### src/rtl/hpdmc_wrseq.sv
// hpdmc_wrseq: write-burst output-enable sequencer for the DDR SDRAM DQ/DM/DQS pads.
// Walks WAIT -> PRE -> BURST -> POST -> TURN per write and chains back-to-back bursts.
module hpdmc_wrseq #(
    parameter int WLAT  = 1,
    parameter int BURST = 4,
    parameter int TURN  = 2
) (
    input  logic       sys_clk,
    input  logic       sys_rst_n,
    input  logic       write,
    output logic       write_ready,
    output logic       read_safe,
    output logic       write_done,
    output logic       overrun,
    output logic [1:0] dqs_t,
    output logic [1:0] dm_t,
    output logic       dq_t,
    output logic       dqs_toggle
);
    localparam int MAXC = (WLAT > TURN) ? WLAT : TURN;
    localparam int CW   = $clog2(MAXC + 1);
    localparam int BW   = $clog2(BURST);

    localparam logic [BW-1:0] BURST_LAST = BW'(BURST - 1);
    localparam logic [BW-1:0] CHAIN_CNT  = BW'(BURST - 1 - WLAT);
    localparam logic [CW-1:0] WAIT_LAST  = CW'((WLAT >= 2) ? WLAT - 2 : 0);
    localparam logic [CW-1:0] TURN_LAST  = CW'(TURN - 1);

    // Pad control word layout: {dqs_t[1:0], dm_t[1:0], dq_t, dqs_toggle}
    localparam logic [5:0] PADS_HIZ    = 6'b11_11_1_0;
    localparam logic [5:0] PADS_STROBE = 6'b00_11_1_0;
    localparam logic [5:0] PADS_DATA   = 6'b00_00_0_1;

    typedef enum logic [2:0] {
        S_IDLE,
        S_WAIT,
        S_PRE,
        S_BURST,
        S_POST,
        S_TURN
    } state_e;

    localparam state_e START = (WLAT > 1) ? S_WAIT : S_PRE;

    state_e        state_q, state_d;
    logic [BW-1:0] burstCnt_q, burstCnt_d;
    logic [CW-1:0] seqCnt_q, seqCnt_d;
    logic          pending_q, pending_d;
    logic          overrun_q, overrun_d;
    logic [5:0]    pads_q, pads_d;
    logic          accept;

    // The chain window sits exactly BURST cycles after the write that opened this burst.
    assign write_ready = (state_q == S_IDLE) || (state_q == S_TURN) ||
                         ((state_q == S_BURST) && (burstCnt_q == CHAIN_CNT));
    assign accept      = write & write_ready;
    assign read_safe   = (state_q == S_IDLE);
    assign write_done  = (state_q == S_BURST) && (burstCnt_q == BURST_LAST);
    assign overrun     = overrun_q;
    assign {dqs_t, dm_t, dq_t, dqs_toggle} = pads_q;

    always_comb begin
        state_d    = state_q;
        burstCnt_d = burstCnt_q;
        seqCnt_d   = seqCnt_q;
        pending_d  = pending_q;
        overrun_d  = overrun_q | (write & ~write_ready);
        case (state_q)
            S_IDLE: begin
                if (accept) begin
                    state_d  = START;
                    seqCnt_d = '0;
                end
            end
            S_WAIT: begin
                if (seqCnt_q == WAIT_LAST) begin
                    state_d = S_PRE;
                end else begin
                    seqCnt_d = seqCnt_q + CW'(1);
                end
            end
            S_PRE: begin
                state_d    = S_BURST;
                burstCnt_d = '0;
            end
            S_BURST: begin
                if (accept) begin
                    pending_d = 1'b1;
                end
                // A pending chained write restarts the counter so DQS never stops toggling.
                if (burstCnt_q == BURST_LAST) begin
                    burstCnt_d = '0;
                    if (pending_q) begin
                        pending_d = 1'b0;
                    end else begin
                        state_d = S_POST;
                    end
                end else begin
                    burstCnt_d = burstCnt_q + BW'(1);
                end
            end
            S_POST: begin
                state_d  = S_TURN;
                seqCnt_d = '0;
            end
            S_TURN: begin
                if (accept) begin
                    state_d  = START;
                    seqCnt_d = '0;
                end else if (seqCnt_q == TURN_LAST) begin
                    state_d = S_IDLE;
                end else begin
                    seqCnt_d = seqCnt_q + CW'(1);
                end
            end
            default: begin
                state_d = S_IDLE;
            end
        endcase
    end

    // Pads are decoded from the next state so they come straight out of flops.
    always_comb begin
        pads_d = PADS_HIZ;
        case (state_d)
            S_PRE, S_POST: pads_d = PADS_STROBE;
            S_BURST:       pads_d = PADS_DATA;
            default:       pads_d = PADS_HIZ;
        endcase
    end

    always_ff @(posedge sys_clk or negedge sys_rst_n) begin
        if (!sys_rst_n) begin
            state_q    <= S_IDLE;
            burstCnt_q <= '0;
            seqCnt_q   <= '0;
            pending_q  <= 1'b0;
            overrun_q  <= 1'b0;
            pads_q     <= PADS_HIZ;
        end else begin
            state_q    <= state_d;
            burstCnt_q <= burstCnt_d;
            seqCnt_q   <= seqCnt_d;
            pending_q  <= pending_d;
            overrun_q  <= overrun_d;
            pads_q     <= pads_d;
        end
    end

endmodule

### config.mk
export PLATFORM = sky130hd
export DESIGN_NAME = hpdmc_wrseq
export DESIGN_NICKNAME = d
export VERILOG_FILES = /design/src/rtl/hpdmc_wrseq.sv
export SDC_FILE = /design/constraint.sdc
export NUM_CORES = 1
export LEC_CHECK = 0
export BUFFER_PORTS_ARGS = -buffer_cell sky130_fd_sc_hd__buf_2
export CAP_MARGIN = 20
export CORE_MARGIN = 4
export CORE_UTILIZATION = 51
export DETAILED_ROUTE_END_ITERATION = 12
export PLACE_DENSITY_LB_ADDON = 0.15
export SLEW_MARGIN = 20
export SYNTH_ARGS = -nofsm -noshare
export SYNTH_HDL_FRONTEND = slang
export SYNTH_SLANG_ARGS = --single-unit
### constraint.sdc
create_clock -name sys_clk -period 2.15 [get_ports sys_clk]
set_clock_uncertainty 0.05 [all_clocks]
set_input_delay 0.215 -clock sys_clk [delete_from_list [all_inputs] [get_ports sys_clk]]
set_output_delay 0.215 -clock sys_clk [all_outputs]
set_load 0.02 [all_outputs]
== Word-level counts from Yosys, hierarchy flattened ==
Index checks and enable logic that the tools add are counted.
Widths: inputs -> output; s select.
Storage, ports and cells
  flip-flop bits (word level): 15
  input port bits: 3
  output and inout port bits: 10
  logic and storage cells: 54
Operators by class
  $add $sub $neg: 2
  equality and inequality tests: 14
  muxes and demuxes: 18
  bitwise logic cells: 4
  reduce and logical (&&, ||, !) cells: 10
Operators with widths (count)
  $mux 3: 6
  $pmux 3 s6: 1
  $eq 3x2->1 const B: 4
  $pmux 6 s2: 1
  $mux 2: 5
  $eq 3x3->1 const B: 3
  $pmux 2 s4: 1
  $add 2x1->2 const B: 2
  $eq 2x2->1 const B: 2
  $pmux 2 s2: 1
  $reduce_and 4->1: 1
  $reduce_bool 4->1: 1
  $eq 3x1->1 const B: 1
  $logic_not 3->1: 1
  $mux 1: 3
  $ne 3x3->1 const B: 1
  $and 1x1->1: 2
  $eq 2x1->1 const B: 1
  $logic_and 1x1->1: 2
  $logic_not 2->1: 1
  $logic_or 1x1->1: 2
  $ne 2x1->1 const B: 1
  $ne 2x2->1 const B: 1
  $reduce_bool 2->1: 1
  other kinds (3): 3

== Logic depth before layout (Yosys ltp) ==
Gate-level depths: netlist of the first run.
  depth in word-level cells: 9
  depth in mapped cells: 5

== Worst setup path before layout of the first run ==
OpenSTA, ideal clock, no wires.
  path type: reg2reg
  start: register seqCnt_q[0]
  end: register seqCnt_q[1]
  library setup time: 0.101 ns
  arrival time: 1.394 ns
  data required time: 1.999 ns
  setup slack: 0.606 ns
  stages on the path, launching flop included: 6
  clock period less this slack: 1.544 ns
  cells stage by stage: dfrtp_1 > inv_1 > ha_1 > and3b_1 > or3_1 > o32ai_1
On the way
  longest elaborated chain between the ends: 4
  elaborated cells between the ends (all ways): 10
RTL lines
  start, declared: RTL line 47  | logic [CW-1:0] seqCnt_q, seqCnt_d;
  start signal, assigned: RTL line 143  | seqCnt_q <= seqCnt_d;
  $add 2x1->2: RTL line 79, 113
  $mux 2: RTL line 110  | end else if (seqCnt_q == TURN_LAST) begin
  $mux 2: RTL line 107  | if (accept) begin
  $pmux 2 s4: RTL line 68  | case (state_q)
Parallel ways exist; a longest one is shown, timed or not. The select of a mux whose other input is x is not followed.
A chain may end at the register's enable or synchronous reset.

== Final worst setup path of the first run ==
  start: register burstCnt_q[0]
  end: output write_ready
On the way
  longest elaborated chain between the ends: 3
RTL lines
  start, declared: RTL line 46  | logic [BW-1:0] burstCnt_q, burstCnt_d;
  start signal, assigned: RTL line 142  | burstCnt_q <= burstCnt_d;
  $eq 2x2->1: RTL line 55  | ((state_q == S_BURST) && (burstCnt_q == CHAIN_CNT));
  $logic_and 1x1->1: RTL line 55
  $logic_or 1x1->1: RTL line 54  | assign write_ready = (state_q == S_IDLE) || (state_q == S_TURN) ||
  end, declared: RTL line 11  | output logic write_ready,
No other way between the ends.

==> summary.txt, run 1 <==
Placed design
  • Place WS: 459 ps
  • DP HPWL: 889 microns
  • Port bufs: 12
  • GPL Wtd Cong: 0.821
  • Placed Area: 716 sq um

Floorplanning
  • Starting Density: 57.3%
  • Row count: 12
  • Die area: 1980 sq um
  • Core area: 1190 sq um
  • IO Count: 13
  • Die height: 44.5 microns
  • Die width: 44.5 microns

Final layout
  • Area grow syn2layout: 12.2%
  • Nets: 90
  • Ant. Diodes: 0
  • Fin area: 762 sq um
  • Fraction of layout cells with a size suffix above 1: 24.4%

Timing
  • Final hold violation count: 0
  • Slew @ Worst Pin: 396 ps
  • Fmax: 554 MHz
  • Tmin final: 1810 ps
  • Final setup fails: 0
  • Max-slew violations: 0
  • Max-slew headroom: 73.6%
  • TNS Setup: 0 ps
  • Final worst setup slack: 344 ps
  • Tcrit/Tclk final: 84.0%
  • RSZ-0062 raised after global routing: false

Yosys
  • Syn_area_per_cell: 9.44 sq um
  • Post-Synthesis Net Count: 79
  • Top cells by area, synth: dfrtp_1 37%, dfstp_2 7.7%, ha_1 7.4%, o21ai_0 5.2%, buf_4 4.4%
  • Netlist cell types: 29
  • Yosys reg bits: 12
  • Mapped Area: 679 sq um
  • Most common flop cell mapped by yosys: dfrtp_1
  • Main combinational cell family by area after synthesis: compound AO/OA/AOI/OAI gates
  • Most numerous cell in the Yosys netlist: dfrtp_1
  • Post-synthesis sequential area ratio: 44.6%
  • Xor/xnor share of the synthesized area: 0%
  • Compound-Gate Fraction of Synth Area: 18.0%
  • Synth Area in Simple Gates: 17.9%
  • Share of the synthesized area in the top cell type: 36.8%
  • Post-synth EDFFs: 0
  • Cell count after synthesis: 72
  • Post-synth ARST share: 100%
  • Mux cell area share after synthesis: 1.66%
  • Adder-Cell Fraction of Synth Area: 7.37%
  • Yosys warnings: 0
  • Post-synth top cells: 10 x dfrtp_1, 8 x inv_1, 7 x o21ai_0
  • Area leader, netlist: dfrtp_1

Pwr
  • Leak: 0.374 nW
  • Sw Ratio: 43.8%
  • Clock share of power: 16.4%
  • Switching Power: 500 uW
  • Gate power share: 46.0%
  • Maximum VDD drop: 0.675 mV
  • Pint: 640 uW
  • PwrDens: 1500 nW/um^2
  • Seq pwr share: 37.6%

Detailed routing
  • ANT nets after route: 0
  • DRT iter0 DRCs: 20
  • DR vias/cell: 5.59
  • Final WL: 1240 microns
  • Remaining DRCs: 0
  • Vias: 537
  • TritonRoute pass-1 iters: 4
  • Routed len/inst: 12.9 microns

Setup path
  • WP data required: 1880 ps
  • Reg2Reg Setup Slack: 470 ps
  • Worst Reg-to-Reg Cells: 5
  • CP Launch Type: flip-flop
  • Critical path's largest stage delay: 360 ps
  • Max FO, Critical Path: 3
  • CP top delay family: flip-flops
  • Buffers & Inverters on Critical Path: 2
  • CP arrival: 1540 ps
  • Worst path slowest cell: dfrtp_1
  • R2R Path Start: seqCnt_q[0]$_DFFE_PN0P_
  • Worst setup EP type: output port
  • Crit Path Category: flip-flop to output port
  • RR Endpoint: seqCnt_q[1]$_DFFE_PN0P_
  • Critical path, cell by cell: inv_1 -> ha_1 -> and3b_1 -> o21ai_0 -> nand2_1 -> buf_2

Clocking
  • Number of gates resized after cts: 0
  • Hold_buf cts: 1
  • Number of CTS-inserted buffers: 3
  • # Post-CTS Setup Buffers: 0
  • Clock latency on the worst-skew pair: 280 ps
  • Clock Path Buffers: 2
  • Clock sinks: 12
  • Htree depth: 1
  • TritonCTS clock tree: done
  • Reg clk slew, reported paths: 80 ps
  • Root Buffer: clkbuf_4

Hold path
  • Hold path startpoint: write
  • Worst Hold Depth: 2
  • Worst hold path endpoint: overrun$_DFF_PN0_
  • Hold crit path type: input pin to flip-flop

Outcome
  • Status: finished, final reports clean

Global route
  • GR Overflow Total: 0
  • Gr usage total: 14.5%
  • First-pass GRT wire length: 2040 microns
  • Number of global-route vias before repair: 451
  • Largest net degree at the start of global routing: 17
  • Initial antenna violation count: 0

Job
  • Max cap viols: 0
-- placed cells by master (no fill, tap or decap), types with 3 or more instances in the layout --
| cell type | n |
|---|---|
| buf_2 | 12 |
| clkbuf_4 | 3 |
| dfrtp_1 | 10 |
| ha_1 | 4 |
| inv_1 | 8 |
| nand2_1 | 6 |
| o21ai_0 | 7 |
-- worst register-to-register path, delay by kind of cell, from the launching register on --
family                   cells  cell delay [ps]
AND/OR/NAND/NOR              2              570
flip-flops                   1              390
AO/OA/AOI/OAI                1              270
adder cells (fa/ha/maj)      1              240
buffers and inverters        1               60
-- area by class of cell --
type                            count  area, sq um
Tap cell                           14         17.5
Fill cell                         106          424
Clock buffer                        4         36.3
Timing Repair Buffer               13         70.1
Multi-Input combinational cell     45          305
Inverter                            8         30.0
Sequential cell                    12          303
-- kinds of logic after synthesis --
family	Yosys count
mux	1
fa+ha+maj	4
buf+inv	15
flops	12
compound gates	19
simple gates	21
-- flip-flops by register name, indices dropped and copies added, names as in the netlist --
name	cells
burstCnt_q	2
pads_q	3
overrun	1
seqCnt_q	2
pending_q	1
state_q	3
-- power groups by stage --
stage | clock network, mW | logic, mW | registers (mW)
2_1_floorplan | 0 | 0.432 | 0.412
3_3_place_gp | 0 | 0.513 | 0.428
3_5_place_dp | 0 | 0.523 | 0.432
4_1_cts | 0.191 | 0.527 | 0.430
5_1_grt | 0.208 | 0.589 | 0.446
6_report | 0.187 | 0.524 | 0.429
-- metrics by stage --
stage | total power, mW | hold slack, ps | utilization [%] | cells
2_1_floorplan | 0.843 | -131 | - | 72
3_3_place_gp | 0.941 | 52.2 | 60.3 | 91
3_5_place_dp | 0.955 | 55.6 | 60.3 | 91
4_1_cts | 1.15 | 227 | 64.2 | 96
5_1_grt | 1.24 | 219 | 64.2 | 96
6_report | 1.14 | 232 | 64.2 | 96
-- routing by layer --
metal	track usage, %	wire length, microns
met5	0	0
met2	20.9	551
met4	7.23	27
met1	19.2	581
met3	4.88	79
-- how the worst max path moves through the flow --
stage	cells after the start	startpoint	endpoint	slack, ps
final	6	burstCnt_q[0]$_DFFE_PN0P_	write_ready	340
after floorplan	5	seqCnt_q[0]$_DFFE_PN0P_	seqCnt_q[1]$_DFFE_PN0P_	610
after global routing	6	burstCnt_q[0]$_DFFE_PN0P_	write_ready	190
after CTS	6	burstCnt_q[0]$_DFFE_PN0P_	write_ready	330
after global placement	5	seqCnt_q[0]$_DFFE_PN0P_	seqCnt_q[1]$_DFFE_PN0P_	550
after detailed placement	5	seqCnt_q[0]$_DFFE_PN0P_	seqCnt_q[1]$_DFFE_PN0P_	460
Power figures use the tool's default switching activity.
==> inputs of run 2 (changes only) <==
clock period = 1.7 ns   (was 2.15 ns; I/O delays follow)
==> run 2 against run 1 <==
Hold slack got worse by 48 ps. Total power increased by 43%. Critical path depth decreased by 1.
==> summary.txt, run 2 (synthesis results as in run 1) <==
Pwr
  • Leak: 0.402 nW (was 0.374 nW)
  • Sw Ratio: 43.6% (was 43.8%)
  • Maximum VDD drop: 0.841 mV (was 0.675 mV)
  • Gate power share: 52.9% (was 46.0%)
  • Clock share of power: 14.5% (was 16.4%)
  • Post-layout total power: 1.62 mW (was 1.14 mW)
  • Switching Power: 708 uW (was 500 uW)
  • Seq pwr share: 32.5% (was 37.6%)
  • Pint: 917 uW (was 640 uW)
  • PwrDens: 1940 nW/um^2 (was 1500 nW/um^2)

Floorplanning
  • Starting Density: 57.3% (unchanged)
  • Core area: 1190 sq um (unchanged)
  • Die width: 44.5 microns (unchanged)
  • Die height: 44.5 microns (unchanged)
  • Row count: 12 (unchanged)
  • IO Count: 13 (unchanged)
  • Die area: 1980 sq um (unchanged)

Timing
  • Tmin final: 1640 ps
  • Max-slew violations: 0 (unchanged)
  • Final setup fails: 0 (unchanged)
  • RSZ-0062 raised after global routing: true (was false)
  • Fmax: 611 MHz
  • Max-slew headroom: 75.0% (was 73.6%)
  • Tcrit/Tclk final: 96.3%
  • WHS: 184 ps (was 232 ps)
  • Final hold violation count: 0 (unchanged)
  • Slew @ Worst Pin: 370 ps (was 396 ps)

Detailed routing
  • DR vias/cell: 5.82 (was 5.59)
  • Remaining DRCs: 0 (unchanged)
  • ANT nets after route: 0 (unchanged)
  • DRT iter0 DRCs: 12 (was 20)
  • Vias: 588 (was 537)
  • TritonRoute pass-1 iters: 4 (unchanged)
  • Final WL: 1470 microns (was 1240 microns)
  • Routed len/inst: 14.5 microns (was 12.9 microns)

Setup path
  • Max FO, Critical Path: 3 (unchanged)
  • RR Endpoint: seqCnt_q[1]$_DFFE_PN0P_ (unchanged)
  • Worst setup EP type: output port (unchanged)
  • Crit Path Category: flip-flop to output port (unchanged)
  • WP data required: 1480 ps (was 1880 ps)
  • CP Launch Type: flip-flop (unchanged)
  • Reg2Reg Setup Slack: 70 ps (was 470 ps)
  • Worst Reg-to-Reg Cells: 5 (unchanged)
  • CP arrival: 1420 ps (was 1540 ps)
  • R2R Path Start: seqCnt_q[0]$_DFFE_PN0P_ (unchanged)

Clocking
  • Clock Path Buffers: 2 (unchanged)
  • Number of CTS-inserted buffers: 3 (unchanged)
  • Clock sinks: 12 (unchanged)
  • Htree depth: 1 (unchanged)
  • TritonCTS clock tree: done (unchanged)
  • Reg clk slew, reported paths: 80 ps (about the same)
  • Clock latency on the worst-skew pair: 280 ps (about the same)
  • Root Buffer: clkbuf_4 (unchanged)

Placed design
  • Port bufs: 12 (unchanged)
  • DP HPWL: 1070 microns (was 889 microns)
  • GPL Wtd Cong: 0.795 (was 0.821)
  • Dpl cells: 93 (was 91)

Final layout
  • Ant. Diodes: 0 (unchanged)
  • Most frequent cells in the layout: 11 x buf_2, 9 x dfrtp_1, 7 x inv_1 (was 12 x buf_2, 10 x dfrtp_1, 8 x inv_1)
  • Area grow syn2layout: 23.0% (was 12.2%)
  • Post-layout util: 70.5% (was 64.2%)
  • Fraction of layout cells with a size suffix above 1: 39.1% (was 24.4%)
  • Final std cells w/o fill: 101 (was 96)
  • Regs by FF count: pads_q (3), state_q (3) (unchanged)
  • Nets: 95 (was 90)
  • Commonest non-fill, non-tap cell in the layout: buf_2 (unchanged)

Job
  • Max cap viols: 0 (unchanged)

Global route
  • Gr usage total: 17.0% (was 14.5%)
  • Initial antenna violation count: 0 (unchanged)
  • GR Overflow Total: 0 (unchanged)
  • Number of global-route vias before repair: 539 (was 451)
  • Largest net degree at the start of global routing: 14 (was 17)
  • First-pass GRT wire length: 2410 microns (was 2040 microns)

Hold path
  • Worst hold path endpoint: pending_q$_DFFE_PN0P_ (was overrun$_DFF_PN0_)
  • Hold crit path type: input pin to flip-flop (unchanged)
  • Worst Hold Depth: 3 (was 2)
  • Hold path startpoint: write (unchanged)

Outcome
  • Status: finished, final reports clean (unchanged)
## run 2: metal layers
layer	part of all wire, %	up-vias	GRT usage [%]	wire [microns]
met5	0	-	0	0
met2	47	19	26.9	683
met3	7.7	2	3.66	113
met4	1.8	0	7.23	27
li1	-	284	-	-
met1	44	283	22.1	644
## run 2: timing repair
action                     4_1_cts  5_1_grt
hold buffers                     1        0
resized for setup                4        8
setup endpoints to repair        3        5
pin swaps                        1        2
hold endpoints to repair        12        0
setup buffers                    1        2
## run 2: final cells by class
| cell class | count | area [sq um] |
|---|---|---|
| Sequential cell | 12 | 304 |
| Clock buffer | 4 | 36.3 |
| Fill cell | 105 | 350 |
| Timing Repair Buffer | 18 | 114 |
| Tap cell | 14 | 17.5 |
| Inverter | 8 | 30.0 |
| Multi-Input combinational cell | 45 | 334 |
## run 2: how the worst max path moves through the flow
| stage | endpoint | slack (ps) | start | depth (start not counted) |
|---|---|---|---|---|
| floorplan | seqCnt_q[1]$_DFFE_PN0P_ | 160 | seqCnt_q[0]$_DFFE_PN0P_ | 5 |
| global placement | seqCnt_q[1]$_DFFE_PN0P_ | 100 | seqCnt_q[0]$_DFFE_PN0P_ | 5 |
| detailed placement | seqCnt_q[1]$_DFFE_PN0P_ | -80 | seqCnt_q[0]$_DFFE_PN0P_ | 5 |
| CTS | seqCnt_q[1]$_DFFE_PN0P_ | 8 | seqCnt_q[0]$_DFFE_PN0P_ | 5 |
| global route | write_ready | -4 | burstCnt_q[0]$_DFFE_PN0P_ | 6 |
| finish | write_ready | 60 | burstCnt_q[1]$_DFFE_PN0P_ | 5 |
## run 2: power groups by stage
stage,clock (mW),sequential [mW],combinational [mW]
2_1_floorplan,0,0.521,0.546
3_3_place_gp,0,0.516,0.693
3_5_place_dp,0,0.529,0.727
4_1_cts,0.239,0.524,0.792
5_1_grt,0.258,0.541,0.964
6_report,0.236,0.529,0.860
## run 2: stage by stage
stage | instance area, sq um | setup slack (ps) | setup TNS [ps]
floorplan | 679 | 156 | 0
global placement | 731 | 105 | 0
detailed placement | 731 | -82.1 | -95.1
CTS | 801 | 7.67 | 0
global route | 836 | -4.25 | -7.23
finish | 836 | 62.2 | 0
## run 2: worst max-delay path: stages (launching register included)
cell     delay, ps
dfrtp_1        410
ha_2           190
and3b_1        170
o21ai_2        150
nand2_1         80
buf_6          130
